**config.mk**
```make
export PLATFORM = sky130hd
export DESIGN_NAME = alu_issue_queue_flat
export DESIGN_NICKNAME = d
export VERILOG_FILES = /design/src/rtl/alu_issue_queue_pkg.sv /design/src/rtl/alu_issue_queue_if.sv /design/src/rtl/alu_issue_queue_select.sv /design/src/rtl/alu_issue_queue.sv /design/src/flat_wrapper.sv
export SDC_FILE = /design/constraint.sdc
export NUM_CORES = 2
export LEC_CHECK = 0
export ABC_AREA = 0
export BUFFER_PORTS_ARGS = -buffer_cell sky130_fd_sc_hd__buf_2
export CAP_MARGIN = 10
export CORE_UTILIZATION = 55
export DETAILED_ROUTE_END_ITERATION = 12
export PLACE_DENSITY = 0.76
export SYNTH_ARGS = -nofsm -noshare
export SYNTH_HDL_FRONTEND = slang
export SYNTH_HIERARCHICAL = 1
export SYNTH_SLANG_ARGS = --single-unit
```
**constraint.sdc**
```tcl
create_clock -name clk_in -period 5.2 [get_ports clk_in]
set_input_delay 0.78 -clock clk_in [delete_from_list [all_inputs] [get_ports clk_in]]
set_output_delay 0.78 -clock clk_in [all_outputs]
set_load 0.03 [all_outputs]
```
**src/rtl/alu_issue_queue_pkg.sv**
```systemverilog
// Shared widths, operator codes and slot record for the ALU issue queue.
package alu_issue_queue_pkg;
   localparam int DATA_W = 32;
   localparam int ADDR_W = 32;
   localparam int ROB_W  = 4;
   localparam int OP_W   = 6;

   localparam logic [DATA_W-1:0] ZERO_DATA = '0;
   localparam logic [ADDR_W-1:0] ZERO_ADDR = '0;

   localparam logic [OP_W-1:0] OP_ADD = 6'd1;
   localparam logic [OP_W-1:0] OP_SUB = 6'd2;
   localparam logic [OP_W-1:0] OP_AND = 6'd3;
   localparam logic [OP_W-1:0] OP_OR  = 6'd4;
   localparam logic [OP_W-1:0] OP_XOR = 6'd5;

   typedef struct packed {
      logic [DATA_W-1:0] value;
      logic [ROB_W-1:0]  tag;
      logic              waiting;
   } opnd_t;

   typedef struct packed {
      logic              busy;
      logic [OP_W-1:0]   op;
      logic [ADDR_W-1:0] pc;
      logic [DATA_W-1:0] imm;
      logic [ROB_W-1:0]  reorder;
      opnd_t             rs;
      opnd_t             rt;
   } slot_t;

   // ALU port takes precedence when both CDB ports carry the awaited tag.
   function automatic opnd_t snoop(input opnd_t o,
                                   input logic a_en, input logic [ROB_W-1:0] a_tag,
                                   input logic [DATA_W-1:0] a_res,
                                   input logic l_en, input logic [ROB_W-1:0] l_tag,
                                   input logic [DATA_W-1:0] l_res);
      opnd_t r;
      r = o;
      if (o.waiting && a_en && o.tag == a_tag) begin
         r.value   = a_res;
         r.waiting = 1'b0;
      end else if (o.waiting && l_en && o.tag == l_tag) begin
         r.value   = l_res;
         r.waiting = 1'b0;
      end
      return r;
   endfunction
endpackage

```
**src/rtl/alu_issue_queue_if.sv**
```systemverilog
// Decoder/CDB/ALU-facing bundle of the ALU issue queue.
interface alu_issue_queue_if;
   import alu_issue_queue_pkg::*;

   logic              rdy_in;
   logic              in_rollback;
   logic              in_dispatch_enable;
   logic [OP_W-1:0]   in_dispatch_type;
   logic [ADDR_W-1:0] in_dispatch_pc;
   logic [DATA_W-1:0] in_dispatch_imm;
   logic [ROB_W-1:0]  in_dispatch_reorder;
   logic [DATA_W-1:0] in_dispatch_rs_value;
   logic [ROB_W-1:0]  in_dispatch_rs_tag;
   logic              in_dispatch_rs_busy;
   logic [DATA_W-1:0] in_dispatch_rt_value;
   logic [ROB_W-1:0]  in_dispatch_rt_tag;
   logic              in_dispatch_rt_busy;
   logic              in_cdb_alu_enable;
   logic [ROB_W-1:0]  in_cdb_alu_reorder;
   logic [DATA_W-1:0] in_cdb_alu_result;
   logic              in_cdb_lsb_enable;
   logic [ROB_W-1:0]  in_cdb_lsb_reorder;
   logic [DATA_W-1:0] in_cdb_lsb_result;
   logic              out_full;
   logic              out_alu_enable;
   logic [OP_W-1:0]   out_alu_type;
   logic [ADDR_W-1:0] out_alu_pc;
   logic [DATA_W-1:0] out_alu_imm;
   logic [DATA_W-1:0] out_alu_rs;
   logic [DATA_W-1:0] out_alu_rt;
   logic [ROB_W-1:0]  out_alu_reorder;

   modport master (
      output rdy_in, in_rollback, in_dispatch_enable, in_dispatch_type, in_dispatch_pc,
             in_dispatch_imm, in_dispatch_reorder, in_dispatch_rs_value, in_dispatch_rs_tag,
             in_dispatch_rs_busy, in_dispatch_rt_value, in_dispatch_rt_tag, in_dispatch_rt_busy,
             in_cdb_alu_enable, in_cdb_alu_reorder, in_cdb_alu_result,
             in_cdb_lsb_enable, in_cdb_lsb_reorder, in_cdb_lsb_result,
      input  out_full, out_alu_enable, out_alu_type, out_alu_pc, out_alu_imm,
             out_alu_rs, out_alu_rt, out_alu_reorder
   );

   modport slave (
      input  rdy_in, in_rollback, in_dispatch_enable, in_dispatch_type, in_dispatch_pc,
             in_dispatch_imm, in_dispatch_reorder, in_dispatch_rs_value, in_dispatch_rs_tag,
             in_dispatch_rs_busy, in_dispatch_rt_value, in_dispatch_rt_tag, in_dispatch_rt_busy,
             in_cdb_alu_enable, in_cdb_alu_reorder, in_cdb_alu_result,
             in_cdb_lsb_enable, in_cdb_lsb_reorder, in_cdb_lsb_result,
      output out_full, out_alu_enable, out_alu_type, out_alu_pc, out_alu_imm,
             out_alu_rs, out_alu_rt, out_alu_reorder
   );
endinterface

```
**src/rtl/alu_issue_queue_select.sv**
```systemverilog
// alu_issue_select: picks one ready slot. ALU_ISSUE_AGE_ORDER_EN selects oldest
// via age matrix (age[j][i]=1: j older than i); otherwise lowest index.
module alu_issue_select #(
   parameter int ENTRIES = 8
) (
   input  logic [ENTRIES-1:0]              ready,
`ifdef ALU_ISSUE_AGE_ORDER_EN
   input  logic [ENTRIES-1:0][ENTRIES-1:0] age,
`endif
   output logic [ENTRIES-1:0]              grant,
   output logic                            valid
);
`ifdef ALU_ISSUE_AGE_ORDER_EN
   logic blocked;

   always_comb begin
      grant   = '0;
      blocked = 1'b0;
      for (int i = 0; i < ENTRIES; i++) begin
         blocked = 1'b0;
         for (int j = 0; j < ENTRIES; j++)
            if (ready[j] && age[j][i]) blocked = 1'b1;
         grant[i] = ready[i] & ~blocked;
      end
   end
`else
   assign grant = ready & (~ready + ENTRIES'(1));
`endif

   assign valid = |grant;
endmodule

```
**src/rtl/alu_issue_queue.sv**
```systemverilog
// ALU reservation station: dispatch, CDB wakeup, single issue per cycle.
// Macro ALU_ISSUE_AGE_ORDER_EN switches issue from lowest-index to oldest-first.
module alu_issue_queue
   import alu_issue_queue_pkg::*;
#(
   parameter int ENTRIES = 8
) (
   input logic          clk_in,
   input logic          rst_in,
   alu_issue_queue_if.slave bus
);
   localparam int IDX_W = $clog2(ENTRIES);

   slot_t              slot_q [ENTRIES];
   slot_t              new_slot;
   logic [ENTRIES-1:0] busy_vec, ready_vec, grant;
   logic               grant_vld, full;
   logic [IDX_W-1:0]   free_idx, sel_idx;
`ifdef ALU_ISSUE_AGE_ORDER_EN
   logic [ENTRIES-1:0][ENTRIES-1:0] age_q;
`endif

   // Descending scan so the lowest free index wins.
   always_comb begin
      busy_vec  = '0;
      ready_vec = '0;
      free_idx  = '0;
      sel_idx   = '0;
      for (int i = ENTRIES - 1; i >= 0; i--) begin
         busy_vec[i]  = slot_q[i].busy;
         ready_vec[i] = slot_q[i].busy & ~slot_q[i].rs.waiting & ~slot_q[i].rt.waiting;
         if (!slot_q[i].busy) free_idx = IDX_W'(i);
         if (grant[i])        sel_idx  = IDX_W'(i);
      end
   end

   assign full         = &busy_vec;
   assign bus.out_full = full;

   always_comb begin
      new_slot         = '0;
      new_slot.busy    = 1'b1;
      new_slot.op      = bus.in_dispatch_type;
      new_slot.pc      = bus.in_dispatch_pc;
      new_slot.imm     = bus.in_dispatch_imm;
      new_slot.reorder = bus.in_dispatch_reorder;
      new_slot.rs = snoop('{bus.in_dispatch_rs_value, bus.in_dispatch_rs_tag, bus.in_dispatch_rs_busy},
                          bus.in_cdb_alu_enable, bus.in_cdb_alu_reorder, bus.in_cdb_alu_result,
                          bus.in_cdb_lsb_enable, bus.in_cdb_lsb_reorder, bus.in_cdb_lsb_result);
      new_slot.rt = snoop('{bus.in_dispatch_rt_value, bus.in_dispatch_rt_tag, bus.in_dispatch_rt_busy},
                          bus.in_cdb_alu_enable, bus.in_cdb_alu_reorder, bus.in_cdb_alu_result,
                          bus.in_cdb_lsb_enable, bus.in_cdb_lsb_reorder, bus.in_cdb_lsb_result);
   end

   alu_issue_select #(.ENTRIES(ENTRIES)) u_sel (
      .ready (ready_vec),
`ifdef ALU_ISSUE_AGE_ORDER_EN
      .age   (age_q),
`endif
      .grant (grant),
      .valid (grant_vld)
   );

   always_ff @(posedge clk_in) begin
      if (rst_in) begin
         for (int i = 0; i < ENTRIES; i++) begin
            slot_q[i].busy       <= 1'b0;
            slot_q[i].rs.waiting <= 1'b0;
            slot_q[i].rt.waiting <= 1'b0;
         end
         bus.out_alu_enable  <= 1'b0;
         bus.out_alu_type    <= '0;
         bus.out_alu_pc      <= ZERO_ADDR;
         bus.out_alu_imm     <= ZERO_DATA;
         bus.out_alu_rs      <= ZERO_DATA;
         bus.out_alu_rt      <= ZERO_DATA;
         bus.out_alu_reorder <= '0;
      end else if (bus.in_rollback) begin
         for (int i = 0; i < ENTRIES; i++) slot_q[i].busy <= 1'b0;
         bus.out_alu_enable <= 1'b0;
      end else if (!bus.rdy_in) begin
         bus.out_alu_enable <= 1'b0;
      end else begin
         for (int i = 0; i < ENTRIES; i++) begin
            if (slot_q[i].busy) begin
               slot_q[i].rs <= snoop(slot_q[i].rs, bus.in_cdb_alu_enable, bus.in_cdb_alu_reorder,
                                     bus.in_cdb_alu_result, bus.in_cdb_lsb_enable,
                                     bus.in_cdb_lsb_reorder, bus.in_cdb_lsb_result);
               slot_q[i].rt <= snoop(slot_q[i].rt, bus.in_cdb_alu_enable, bus.in_cdb_alu_reorder,
                                     bus.in_cdb_alu_result, bus.in_cdb_lsb_enable,
                                     bus.in_cdb_lsb_reorder, bus.in_cdb_lsb_result);
            end
            if (grant[i]) slot_q[i].busy <= 1'b0;
         end
         // free_idx is never a granted slot, so this write cannot collide with issue.
         if (bus.in_dispatch_enable && !full) slot_q[free_idx] <= new_slot;
         bus.out_alu_enable <= grant_vld;
         if (grant_vld) begin
            bus.out_alu_type    <= slot_q[sel_idx].op;
            bus.out_alu_pc      <= slot_q[sel_idx].pc;
            bus.out_alu_imm     <= slot_q[sel_idx].imm;
            bus.out_alu_rs      <= slot_q[sel_idx].rs.value;
            bus.out_alu_rt      <= slot_q[sel_idx].rt.value;
            bus.out_alu_reorder <= slot_q[sel_idx].reorder;
         end
      end
   end

`ifdef ALU_ISSUE_AGE_ORDER_EN
   // A new entry is younger than every slot busy at its dispatch edge.
   always_ff @(posedge clk_in) begin
      if (rst_in || bus.in_rollback) begin
         age_q <= '0;
      end else if (bus.rdy_in && bus.in_dispatch_enable && !full) begin
         for (int j = 0; j < ENTRIES; j++) begin
            age_q[free_idx][j] <= 1'b0;
            age_q[j][free_idx] <= busy_vec[j];
         end
      end
   end
`endif
endmodule

```
**src/flat_wrapper.sv**
```systemverilog
// flat-port wrapper written by rule: the top's interface ports become plain ports
module alu_issue_queue_flat import alu_issue_queue_pkg::*;
#(
   parameter int ENTRIES = 8
)
  (clk_in, rst_in, bus_rdy_in, bus_in_rollback, bus_in_dispatch_enable, bus_in_dispatch_type, bus_in_dispatch_pc, bus_in_dispatch_imm, bus_in_dispatch_reorder, bus_in_dispatch_rs_value, bus_in_dispatch_rs_tag, bus_in_dispatch_rs_busy, bus_in_dispatch_rt_value, bus_in_dispatch_rt_tag, bus_in_dispatch_rt_busy, bus_in_cdb_alu_enable, bus_in_cdb_alu_reorder, bus_in_cdb_alu_result, bus_in_cdb_lsb_enable, bus_in_cdb_lsb_reorder, bus_in_cdb_lsb_result, bus_out_full, bus_out_alu_enable, bus_out_alu_type, bus_out_alu_pc, bus_out_alu_imm, bus_out_alu_rs, bus_out_alu_rt, bus_out_alu_reorder);
  alu_issue_queue_if bus_i ();
  input logic clk_in;
  input logic rst_in;
  input wire logic [$bits(bus_i.rdy_in)-1:0] bus_rdy_in;
  input wire logic [$bits(bus_i.in_rollback)-1:0] bus_in_rollback;
  input wire logic [$bits(bus_i.in_dispatch_enable)-1:0] bus_in_dispatch_enable;
  input wire logic [$bits(bus_i.in_dispatch_type)-1:0] bus_in_dispatch_type;
  input wire logic [$bits(bus_i.in_dispatch_pc)-1:0] bus_in_dispatch_pc;
  input wire logic [$bits(bus_i.in_dispatch_imm)-1:0] bus_in_dispatch_imm;
  input wire logic [$bits(bus_i.in_dispatch_reorder)-1:0] bus_in_dispatch_reorder;
  input wire logic [$bits(bus_i.in_dispatch_rs_value)-1:0] bus_in_dispatch_rs_value;
  input wire logic [$bits(bus_i.in_dispatch_rs_tag)-1:0] bus_in_dispatch_rs_tag;
  input wire logic [$bits(bus_i.in_dispatch_rs_busy)-1:0] bus_in_dispatch_rs_busy;
  input wire logic [$bits(bus_i.in_dispatch_rt_value)-1:0] bus_in_dispatch_rt_value;
  input wire logic [$bits(bus_i.in_dispatch_rt_tag)-1:0] bus_in_dispatch_rt_tag;
  input wire logic [$bits(bus_i.in_dispatch_rt_busy)-1:0] bus_in_dispatch_rt_busy;
  input wire logic [$bits(bus_i.in_cdb_alu_enable)-1:0] bus_in_cdb_alu_enable;
  input wire logic [$bits(bus_i.in_cdb_alu_reorder)-1:0] bus_in_cdb_alu_reorder;
  input wire logic [$bits(bus_i.in_cdb_alu_result)-1:0] bus_in_cdb_alu_result;
  input wire logic [$bits(bus_i.in_cdb_lsb_enable)-1:0] bus_in_cdb_lsb_enable;
  input wire logic [$bits(bus_i.in_cdb_lsb_reorder)-1:0] bus_in_cdb_lsb_reorder;
  input wire logic [$bits(bus_i.in_cdb_lsb_result)-1:0] bus_in_cdb_lsb_result;
  output wire logic [$bits(bus_i.out_full)-1:0] bus_out_full;
  output wire logic [$bits(bus_i.out_alu_enable)-1:0] bus_out_alu_enable;
  output wire logic [$bits(bus_i.out_alu_type)-1:0] bus_out_alu_type;
  output wire logic [$bits(bus_i.out_alu_pc)-1:0] bus_out_alu_pc;
  output wire logic [$bits(bus_i.out_alu_imm)-1:0] bus_out_alu_imm;
  output wire logic [$bits(bus_i.out_alu_rs)-1:0] bus_out_alu_rs;
  output wire logic [$bits(bus_i.out_alu_rt)-1:0] bus_out_alu_rt;
  output wire logic [$bits(bus_i.out_alu_reorder)-1:0] bus_out_alu_reorder;
  assign bus_i.rdy_in = bus_rdy_in;
  assign bus_i.in_rollback = bus_in_rollback;
  assign bus_i.in_dispatch_enable = bus_in_dispatch_enable;
  assign bus_i.in_dispatch_type = bus_in_dispatch_type;
  assign bus_i.in_dispatch_pc = bus_in_dispatch_pc;
  assign bus_i.in_dispatch_imm = bus_in_dispatch_imm;
  assign bus_i.in_dispatch_reorder = bus_in_dispatch_reorder;
  assign bus_i.in_dispatch_rs_value = bus_in_dispatch_rs_value;
  assign bus_i.in_dispatch_rs_tag = bus_in_dispatch_rs_tag;
  assign bus_i.in_dispatch_rs_busy = bus_in_dispatch_rs_busy;
  assign bus_i.in_dispatch_rt_value = bus_in_dispatch_rt_value;
  assign bus_i.in_dispatch_rt_tag = bus_in_dispatch_rt_tag;
  assign bus_i.in_dispatch_rt_busy = bus_in_dispatch_rt_busy;
  assign bus_i.in_cdb_alu_enable = bus_in_cdb_alu_enable;
  assign bus_i.in_cdb_alu_reorder = bus_in_cdb_alu_reorder;
  assign bus_i.in_cdb_alu_result = bus_in_cdb_alu_result;
  assign bus_i.in_cdb_lsb_enable = bus_in_cdb_lsb_enable;
  assign bus_i.in_cdb_lsb_reorder = bus_in_cdb_lsb_reorder;
  assign bus_i.in_cdb_lsb_result = bus_in_cdb_lsb_result;
  assign bus_out_full = bus_i.out_full;
  assign bus_out_alu_enable = bus_i.out_alu_enable;
  assign bus_out_alu_type = bus_i.out_alu_type;
  assign bus_out_alu_pc = bus_i.out_alu_pc;
  assign bus_out_alu_imm = bus_i.out_alu_imm;
  assign bus_out_alu_rs = bus_i.out_alu_rs;
  assign bus_out_alu_rt = bus_i.out_alu_rt;
  assign bus_out_alu_reorder = bus_i.out_alu_reorder;
  alu_issue_queue #(.ENTRIES(ENTRIES)) u_core (.clk_in(clk_in), .rst_in(rst_in), .bus(bus_i));
endmodule
```
Word-level counts from Yosys, hierarchy flattened

Memory sizes are Yosys's and may differ from the RTL's. A register that Yosys moved wholly into a read port is not among the register bits.
Index checks and enable logic that the tools add are counted.

Register bits: 1
Latch bits: 0
Bits in writable memories: 1,192
Memory bits (read-only): 0
Bits of input ports: 227
Output and inout bits: 140
Word-level logic and storage cells: 523
Memories kept: 1

Add/subtract/negate cells: 1
Multipliers: 0
Divide/modulo/power cells: 0
Magnitude comparators: 0
Equality and inequality tests: 36
Shift-type cells: 0
Mux-type cells: 338
Bitwise operators: 68
Reductions and logical operators: 78

Memory list:

| name          | words | width | read ports | clocked after memory_dff | write ports | RTL line              | RTL |
|---|---|---|---|---|---|---|---|
| u_core.slot_q | 8     | 149   | 9          | 1                        | 9           | alu_issue_queue.sv:14 | `slot_t slot_q [ENTRIES];` |

Operator list:

| cell                  | number |
|---|---|
| $mux W32              | 100 |
| $mux W1               | 222 |
| $eq A4 B4 Y1          | 36 |
| $logic_and A1 B1 Y1   | 73 |
| $mux W3               | 16 |
| $or A1 B1 Y1          | 32 |
| $not A1 Y1            | 18 |
| $and A1 B1 Y1         | 16 |
| $add A8 B1 Y8 const B | 1 |
| $and A8 B8 Y8         | 1 |
| $not A8 Y8            | 1 |
| $reduce_and A8 Y1     | 1 |
| $reduce_or A8 Y1      | 1 |
| $reduce_and A3 Y1     | 1 |
| $reduce_or A3 Y1      | 1 |
| $logic_not A1 Y1      | 1 |

Logic depth before layout (Yosys ltp)

An unclocked memory read counts as a cell.

Depth in word-level cells: 15
Depth in mapped cells: 14
Gate-level depth less buffers: 10

By module

Netlist, hierarchy kept.

Modules (own cells, without submodules):

| module           | instances | cells each | area each (sq um) | sequential area each (sq um) |
|---|---|---|---|---|
| alu_issue_queue  | 1         | 4,899      | 62,057.0          | 38,496.9 |
| alu_issue_select | 1         | 13         | 102.6             | 0.0 |

Worst setup path after synthesis

OpenSTA, ideal clock, no wires.

Path kind: input-to-reg
Start point: input bus_in_rollback
End point: memory u_core/slot_q[1][10] (netlist bit) (enable)
Library setup time: 421 ps
Arrival: 4,692 ps
Required time: 4,779 ps
Slack: 86 ps
Stages: 7
Path buffers: 1
Path through: and2b_1 nor2b_1 buf_2 nand3_1 inv_1 a21oi_1 nor2_1

RTL lines:

| item               | RTL line              | RTL |
|---|---|---|
| start: declaration | flat_wrapper.sv:11    | `input wire logic [$bits(bus_i.in_rollback)-1:0] bus_in_rollback;` |
| end: declaration   | alu_issue_queue.sv:14 |  |

==> flow_summary.json <==
{
  "outcome": "finished, final reports clean",
  "crit_path_start_kind": "register",
  "slew_headroom_pct": 9.87,
  "grt_max_degree": 90,
  "grt_first_pass_wirelength_mm": 298,
  "avgSynthCellArea_um2": 12.7,
  "hp-class": "input pin to register",
  "path_class": "register to register",
  "antenna_found_initial": 23,
  "end_kind": "register",
  "fin_nets": 5237,
  "postSynthRegisterBits": 1331,
  "wire_per_inst_um": 31.4,
  "cp_cell_sequence": "nor3b_1 > nor3b_1 > nor2_1 > nand3_1 > nor2_4 > nand2_4 > buf_4 > buf_4 > o221ai_1",
  "yosys-top-cells-area": "edfxtp_1 (57%), mux2i_1 (6.9%), dfxtp_1 (4.7%)",
  "cts_resized": 0,
  "cp_slowest_stage_delay_ns": 0.78,
  "hold_viol_final": 0,
  "syn_nets": 5139,
  "rows": 122,
  "cts-root-buf": "clkbuf_16",
  "clk_path_buf_depth": 3,
  "clock_latency_ns": 0.79,
  "synth.distinct_cells": 69,
  "power.density_mw_per_mm2": 328,
  "layout_common_cells": "edfxtp_1 (1184), nand2_1 (459), mux2i_1 (429)",
  "die_x_um": 338,
  "synth_area_mm2": 0.0622,
  "avgViaCountPerCell": 7.07,
  "fin_crit_sh_pct": 83.3,
  "globalRouteMet3Util_pct": 11.1,
  "rsz0062_at_grt": "false",
  "drtIter0Drc": 7379,
  "htree_levels": 4,
  "dp_hpwl_mm": 113,
  "ys_warn_count": 6,
  "p_leak_nw": 27.2,
  "synth_edf_count": 1184,
  "cts_tree": "yes",
  "cp_top_family": "simple AND/OR/NAND/NOR gates",
  "met2_usage_pct": 54.8,
  "max_freq_ghz": 0.231,
  "fp.coreArea_mm2": 0.111,
  "cp_num_buf_inv": 2,
  "antenna_left": 0,
  "finClkSkew_ns": 0.0397,
  "tightest_slew_ns": 1.35,
  "drc": 0,
  "port_buffers": 366,
  "finalWeightedCongestion": 0.889,
  "dr.pass1.iters": 7,
  "drive_gt1_share_pct": 18.5,
  "crit_slowest_cell": "nor3b_1",
  "die_y_um": 338,
  "async_flop_share_pct": 0,
  "wl_mm": 208,
  "globalRouteOverflowTotal": 0,
  "post_cts_buffers": 0,
  "hold_buffers": 0,
  "clk_pin_slew_ns": 0.06,
  "cts.sink_count": 1331,
  "cp.arrival_ns": 4.93,
  "final_common_cell": "edfxtp_1",
  "finalMaxSlewViolations": 0,
  "path_max_fanout": 37,
  "grt_pass1_vias": 45437,
  "synth_top_area_share_pct": 57.2,
  "dieArea_mm2": 0.114,
  "ioPinCount": 367,
  "grt.busiest_layer": "met2",
  "num_vias": 46818,
  "ff2ff_setup_slack_ns": 0.87,
  "setup_viol": 0,
  "syn_to_final_growth_pct": 12.2,
  "maxCapViolations": 0,
  "initial_core_util_pct": 55.8,
  "cts_made_buffers": 139,
  "period_needed_ns": 4.33,
  "worst_ir_drop_vdd_v": 0.000314,
  "grtUsageMet1_pct": 44.3,
  "power_mw": 22.9,
  "worstPathRequired_ns": 5.80,
  "synth_largest_area_cell": "edfxtp_1",
  "tns_ns": 0,
  "syn_inst": 4912,
  "ys.flop_type": "edfxtp_1",
  "grtUsageTotal_pct": 35.2,
  "yosysSeqAreaShare_pct": 61.9
}
==> layer usage <==
metal / up-vias / part of all wire [%]
li1: 19371 / -
met1: 22596 / 34
met2: 3944 / 45
met3: 883 / 15
met4: 24 / 5.7
met5: - / 0.068
==> cell families after synthesis <==
kind of cell           after synthesis  synth area share (%)
multiplexers                       621                  11.1
buffers and inverters              560                  3.95
flip-flops                        1331                  61.9
AO/OA/AOI/OAI                     1281                  14.1
XOR/XNOR                           126                  1.78
AND/OR/NAND/NOR                    993                  7.15
==> worst reg2reg max path, delay by kind of cell, from the launching register on <==
family | cells | cell delay (ns)
compound gates | 1 | 0.28
flops | 1 | 0.49
buf+inv | 2 | 1.18
simple gates | 6 | 2.19
==> worst paths after layout <==
| path | from | to | cells after the start |
|---|---|---|---|
| setup / recovery | u_core/slot_q[2][148] | u_core/bus.out_alu_rt[2] | 9 |
| hold / removal | bus_in_rollback | u_core/slot_q[0][148] | 2 |
| setup reg to reg | u_core/slot_q[2][148] | u_core/bus.out_alu_rt[2] | 9 |
| hold reg to reg | u_core/slot_q[4][14] | u_core/bus.out_alu_rt[9] | 2 |
==> where the power goes <==
part / switching (mW) / internal, mW / total (mW)
registers: 0.0237 / 11.7 / 11.7
clock network: 4.31 / 5.66 / 9.97
logic: 0.834 / 0.414 / 1.25
total: 5.16 / 17.7 / 22.9
==> sequential cells by signal, indices dropped and copies added (netlist names) <==
| signal | count |
|---|---|
| u_core/bus.out_alu_enable | 1 |
| u_core/bus.out_alu_imm | 32 |
| u_core/bus.out_alu_pc | 32 |
| u_core/bus.out_alu_reorder | 4 |
| u_core/bus.out_alu_rs | 32 |
| u_core/bus.out_alu_rt | 32 |
| u_core/bus.out_alu_type | 6 |
| u_core/slot_q | 1192 |
==> layout make-up <==
cell class / instances / area (um^2)
diodes: 9 / 22.5
clock buffers: 202 / 3920
clock inverters: 56 / 668
fillers: 8296 / 41700
inverters: 28 / 125
multi-input cells: 3021 / 21500
flip-flops and latches: 1331 / 38500
well taps: 1488 / 1860
repair buffers: 489 / 3170
==> stage by stage <==
stage	setup slack, ns	cells	cell area, um^2	utilization, %	hold slack (ns)
finish	0.868	6624	69800	62.6	0.235
global route	0.713	6616	69700	62.6	0.230
CTS	1.02	6615	69700	62.6	0.188
detailed placement	1.07	6357	65200	58.5	0.462
global placement	1.14	6357	65200	58.5	0.454
floorplan	0.0865	4912	62200	-	0.452
==> cells in the mapped netlist, types with 3 or more instances <==
master and n:
xnor2_1 37, a21oi_1 176, xor2_1 89, nor3b_1 9, buf_4 22, o41ai_1 13
nor3_1 20, mux2_2 132, buf_1 21, a311o_1 7, o22ai_1 386, mux2i_1 429
mux2i_4 29, buf_6 13, nand4_1 17, nor2b_1 7, nand2_1 474, clkbuf_1 337
mux2_4 31, nor2_1 248, nand3_1 97, o21ai_1 32, and2_1 28, o2111ai_1 4
inv_1 27, and3_1 6, buf_2 137, a222oi_1 113, nor4_1 3, a221oi_1 138
nand3b_1 57, a22o_1 30, dfxtp_1 147, a22oi_1 30, edfxtp_1 1184, o221ai_1 113
o21ai_0 224, nand2b_1 4
Power figures use the tool's default switching activity.
